File: config.mk
export PLATFORM = sky130hd
export DESIGN_NAME = hazard_control_unit
export DESIGN_NICKNAME = d
export VERILOG_FILES = /design/src/rtl/hazard_control_unit.sv
export SDC_FILE = /design/constraint.sdc
export NUM_CORES = 1
export LEC_CHECK = 0
export CORE_MARGIN = 2
export CORE_UTILIZATION = 40
export CTS_CLUSTER_SIZE = 16
export DETAILED_ROUTE_END_ITERATION = 8
export GPL_ROUTABILITY_DRIVEN = 1
export PLACE_DENSITY = 0.83
export RECOVER_POWER = 25
export SYNTH_ARGS = -nofsm -noshare
export SYNTH_HDL_FRONTEND = slang
export SYNTH_SLANG_ARGS = --single-unit
File: constraint.sdc
create_clock -name clk -period 4.5 [get_ports clk]
set_input_delay 1.35 -clock clk [delete_from_list [all_inputs] [get_ports clk]]
set_output_delay 1.35 -clock clk [all_outputs]
set_load 0.01 [all_outputs]
File: src/rtl/hazard_control_unit.sv
// hazard_control_unit
//   Hazard controller for the 5-stage MIPS pipeline. It sits beside ID and
//   produces the PC / IF/ID / ID/EX enables and flushes. It resolves
//   load-use stalls, taken-branch flushes and hazards against the
//   multi-cycle MDU. The MDU busy window is tracked by an internal
//   countdown. A saturating stall counter is kept for performance debug.
//
// Ports
//   clk, rst        : clock (rising edge), synchronous active-high reset
//   ID_Rs/ID_Rt     : source regs of the ID instruction; ID_UsesRt qualifies rt
//   ID_MduStart     : ID holds mult/multu/div/divu
//   ID_MduRead      : ID holds mfhi/mflo
//   ID_EX_MemRead   : EX holds a load writing ID_EX_Rt
//   EX_BranchTaken  : branch/jump resolved taken in EX
//   PCWrite, IF_ID_Write, IF_ID_Flush, ID_EX_Flush : pipeline control
//   MduStart        : one-cycle issue strobe to the MDU
//   MduBusy         : registered, MDU countdown nonzero
//   StallCount      : saturating count of stall cycles
module hazard_control_unit #(
  parameter int MDU_LATENCY = 32,
  parameter int CNT_W       = 16
) (
  input  logic             clk,
  input  logic             rst,
  input  logic [4:0]       ID_Rs,
  input  logic [4:0]       ID_Rt,
  input  logic             ID_UsesRt,
  input  logic             ID_MduStart,
  input  logic             ID_MduRead,
  input  logic             ID_EX_MemRead,
  input  logic [4:0]       ID_EX_Rt,
  input  logic             EX_BranchTaken,
  output logic             PCWrite,
  output logic             IF_ID_Write,
  output logic             IF_ID_Flush,
  output logic             ID_EX_Flush,
  output logic             MduStart,
  output logic             MduBusy,
  output logic [CNT_W-1:0] StallCount
);

  localparam int MW = $clog2(MDU_LATENCY + 1);

  typedef enum logic {RUN, MDU_WAIT} state_t;

  state_t         state, state_nxt;
  logic [MW-1:0]  mdu_cnt, cnt_nxt;
  logic           load_use, mdu_haz, stall;

  assign MduBusy = (state == MDU_WAIT);

  // Hazard detection and pipeline control. Priority: reset, branch, stall.
  always_comb begin
    load_use = ID_EX_MemRead && (ID_EX_Rt != 5'd0) &&
               ((ID_EX_Rt == ID_Rs) || (ID_UsesRt && (ID_EX_Rt == ID_Rt)));
    mdu_haz  = MduBusy && (ID_MduRead || ID_MduStart);
    stall    = load_use || mdu_haz;

    PCWrite     = 1'b1;
    IF_ID_Write = 1'b1;
    IF_ID_Flush = 1'b0;
    ID_EX_Flush = 1'b0;
    MduStart    = 1'b0;

    if (rst) begin
      PCWrite     = 1'b0;
      IF_ID_Write = 1'b0;
      IF_ID_Flush = 1'b1;
      ID_EX_Flush = 1'b1;
    end else if (EX_BranchTaken) begin
      // The flush wins over any stall; the wrong-path MDU op is dropped.
      IF_ID_Flush = 1'b1;
      ID_EX_Flush = 1'b1;
    end else if (stall) begin
      PCWrite     = 1'b0;
      IF_ID_Write = 1'b0;
      ID_EX_Flush = 1'b1;
    end else begin
      MduStart    = ID_MduStart;
    end
  end

  // MDU countdown. MduStart can only fire in RUN, because in MDU_WAIT an
  // ID mult/div is a hazard and is held in ID. Branches do not touch the
  // countdown: the MDU op in flight is architecturally committed.
  always_comb begin
    state_nxt = state;
    cnt_nxt   = mdu_cnt;
    case (state)
      RUN: begin
        if (MduStart) begin
          state_nxt = MDU_WAIT;
          cnt_nxt   = MW'(MDU_LATENCY);
        end
      end
      MDU_WAIT: begin
        cnt_nxt = mdu_cnt - MW'(1);
        if (mdu_cnt == MW'(1)) state_nxt = RUN;
      end
      default: begin
        state_nxt = RUN;
        cnt_nxt   = '0;
      end
    endcase
  end

  always_ff @(posedge clk) begin
    if (rst) begin
      state      <= RUN;
      mdu_cnt    <= '0;
      StallCount <= '0;
    end else begin
      state   <= state_nxt;
      mdu_cnt <= cnt_nxt;
      // One increment per stalled cycle, regardless of how many hazards
      // are active. Squashed cycles do not count. The counter saturates.
      if (stall && !EX_BranchTaken && (StallCount != {CNT_W{1'b1}}))
        StallCount <= StallCount + CNT_W'(1);
    end
  end

endmodule

==> qor.yml <==
worst_setup_path:
  r2r-start: "StallCount[7]"
  critPathCaptureType: "output port"
  worstRegToRegCells: 7
  cp_slowest_stage_delay_ps: 480
  r2r_end: "StallCount[9]"
  cp_data_required_time_ps: 3150
  path_class: "in2out"
  startpoint_type: "input pin"
  cp.arrival_ps: 3030
  cp_max_fo: 3
  crit_chain: "clkdlybuf4s50_1 -> xor2_1 -> nor3_1 -> a32oi_2 -> o211ai_1 -> nor2_1 -> dlygate4sd2_1"
  r2r_slack_ps: 2400
  crit_family: "buffers and inverters"
  slowest_stage: "clkdlybuf4s50_1"
  cp_num_buf_inv: 2
finish:
  layout_common_cells: "24 x nor2_1, 24 x clkdlybuf4s50_1, 23 x dfxtp_1"
  drive_above_1_share_pct: 9.453
  area.growth.synth_to_final_pct: 41.83
  utilization_pct: 59.55
  n_antenna_cell: 0
  num-nets-final: 227
power:
  power.leakage_nw: 0.7338
  total_power_uw: 384.8
  powerDensity_nw_per_um2: 213.4
  peakVddDrop_mv: 0.1436
detailed_routing:
  post_drt_wl_per_cell_um: 12.18
  drc_errors: 0
  ant_nets: 0
  drt_wl_total_mm: 2.985
  vias: 1201
  drt_iter0_markers: 32
  vias_per_cell: 4.902
  dr.pass1.iters: 4
sta:
  fin_crit_sh_pct: 97.24
  finalHoldViolCount: 0
  rsz0062_at_grt: "false"
  hold_ws_ps: 517.2
  drv_slew: 0
  period_needed_ps: 4376
  slew_headroom_pct: 67.61
  skew_ps: 6.857
  worst_slew_pin_slew_ps: 485.9
  timing.fmax_mhz: 228.5
  setup_viol: 0
  setup_ws_ps: 124.1
global_route:
  antenna_found_initial: 0
  grt_pass1_wl_mm: 4.968
  overflow: 0
  grt_usage_pct: 17.76
  grt_max_degree: 24
  grt_pass1_vias: 1085
cts:
  htree_levels: 1
  clock_sinks: 23
  clock-root-buffer: "clkbuf_4"
  cts_buffers: 3
  holdBufCountCts: 0
  cts_tree: "yes"
  clk_pin_slew_ps: 130
  worstSkewPairLatency_ps: 310
  clockBufferDepth: 2
logic_synthesis:
  synthesis.nets: 181
  ys_warn_count: 0
  netlist_area_um2: 1271
  synthCells: 156
  ys_types: 34
  synth-seq-cells: 23
  syn_avg_cell_area_um2: 8.149
  yosysSeqAreaShare_pct: 36.22
floorplan:
  initial_core_util_pct: 41.98
  core_um2: 3028
  dieWidth_um: 60.38
  dieArea_um2: 3645
  row_count: 20
  io_pins: 44
  die_h_um: 60.38
placed_design:
  place_congestion: 0.7819
  port-buffer-count: 43
  place_ws_ps: -277.5
  hpwl_mm: 2.253
job:
  cap_violations: 0
run_status:
  status: "completed"
hold_path:
  hold_depth: 1
  hp-start: "mdu_cnt[5]"
  holdPathEnd: "mdu_cnt[5]"
  hold_path.class: "reg2reg"
worst max path at each step:
stage                 from          end  cells past startpoint  slack, ps
6_report       ID_EX_Rt[0]     MduStart                      7        120
5_1_grt        ID_EX_Rt[0]     MduStart                      7         20
4_1_cts        ID_EX_Rt[4]  ID_EX_Flush                      7         10
3_5_place_dp   ID_EX_Rt[1]      PCWrite                      8       -280
3_3_place_gp   ID_EX_Rt[2]  IF_ID_Write                      6       -260
2_1_floorplan  ID_EX_Rt[1]      PCWrite                      6        340
flip-flops by register name (all words and copies together), names as in the netlist:
signal      count
MduBusy         1
StallCount     16
mdu_cnt         6
where the power goes:
group	internal [mW]	switching [mW]	total (mW)
logic	0.0402	0.0360	0.0763
registers	0.208	0.00559	0.214
clock network	0.0332	0.0614	0.0945
total	0.282	0.103	0.385
cells by family (layout without fill, tap and decap cells):
| family | after synthesis | count (layout) | share of synthesized area, % |
|---|---|---|---|
| multiplexers | 1 | 1 | 0.7874 |
| AO/OA/AOI/OAI | 23 | 23 | 11.52 |
| AND/OR/NAND/NOR | 69 | 69 | 27.95 |
| flip-flops | 23 | 23 | 36.22 |
| adder cells (fa/ha/maj) | 3 | 3 | 2.953 |
| buffers and inverters | 14 | 59 | 4.724 |
| XOR/XNOR | 23 | 23 | 15.85 |
stage by stage:
stage	area (um2)	std cells	TNS [ps]
6_report	1803	245	0
5_1_grt	1803	245	0
4_1_cts	1800	245	0
3_5_place_dp	1757	240	-1036
3_3_place_gp	1757	240	-922.6
2_1_floorplan	1271	156	0
cell usage after synthesis:
master     instances  area (um2)
o21ai_4            1       16.27
xor2_1            22       192.7
or2_2              1       6.260
or3_1              2       12.51
a2bb2oi_1          1       8.760
ha_1               3       37.54
buf_4              1       7.510
nor3_1             5       25.02
nand4_1            4       25.02
nand3_2            1       10.01
nand3_1           11       55.05
xnor2_1            1       8.760
inv_1              6       22.52
buf_2              3       15.01
nor2_1            24       90.09
mux2i_1            1       10.01
and3_1             7       43.79
o211ai_1           1       7.510
dfxtp_1           23       460.4
and4_1             1       8.760
o21a_1             2       15.01
nor4b_1            2       17.52
and2_1             1       6.260
o21ai_0            4       20.02
a32oi_1            1       8.760
nand2_1            7       26.28
or4_1              1       7.510
clkbuf_1           4       15.01
o21ai_2            1       8.760
nand4b_1           1       8.760
o21ai_1            1       5.000
nor4_2             1       12.51
a31oi_1            1       6.260
a21oi_1           10       50.05
metal layers:
metal | GRT usage [%] | wire [um] | up-vias
li1 | - | - | 627
met1 | 24.08 | 1429 | 553
met2 | 30.43 | 1435 | 17
met3 | 2.132 | 95 | 4
met4 | 3.810 | 25 | 0
met5 | 0 | 0 | -
repair_timing:
action,in CTS,in global routing
cloned,0,0
pin swaps,2,0
gates resized for setup,12,1
buffers inserted,1,0
setup endpoints to repair,4,4
worst register-to-register path: cells and delay by family, from the launching register on:
family | cells | cell delay [ps]
compound gates | 2 | 590
flops | 1 | 390
simple gates | 5 | 1060
layout make-up:
cell class | count | area [um2]
Clock buffer | 3 | 22.52
Multi-Input combinational cell | 119 | 765.7
Timing Repair Buffer | 49 | 471.7
Sequential cell | 23 | 460.4
Fill cell | 279 | 1225
Inverter | 6 | 22.52
Tap cell | 44 | 55.05
Clock inverter | 1 | 5.005
No activity file was read; power rests on OpenSTA's default activity.
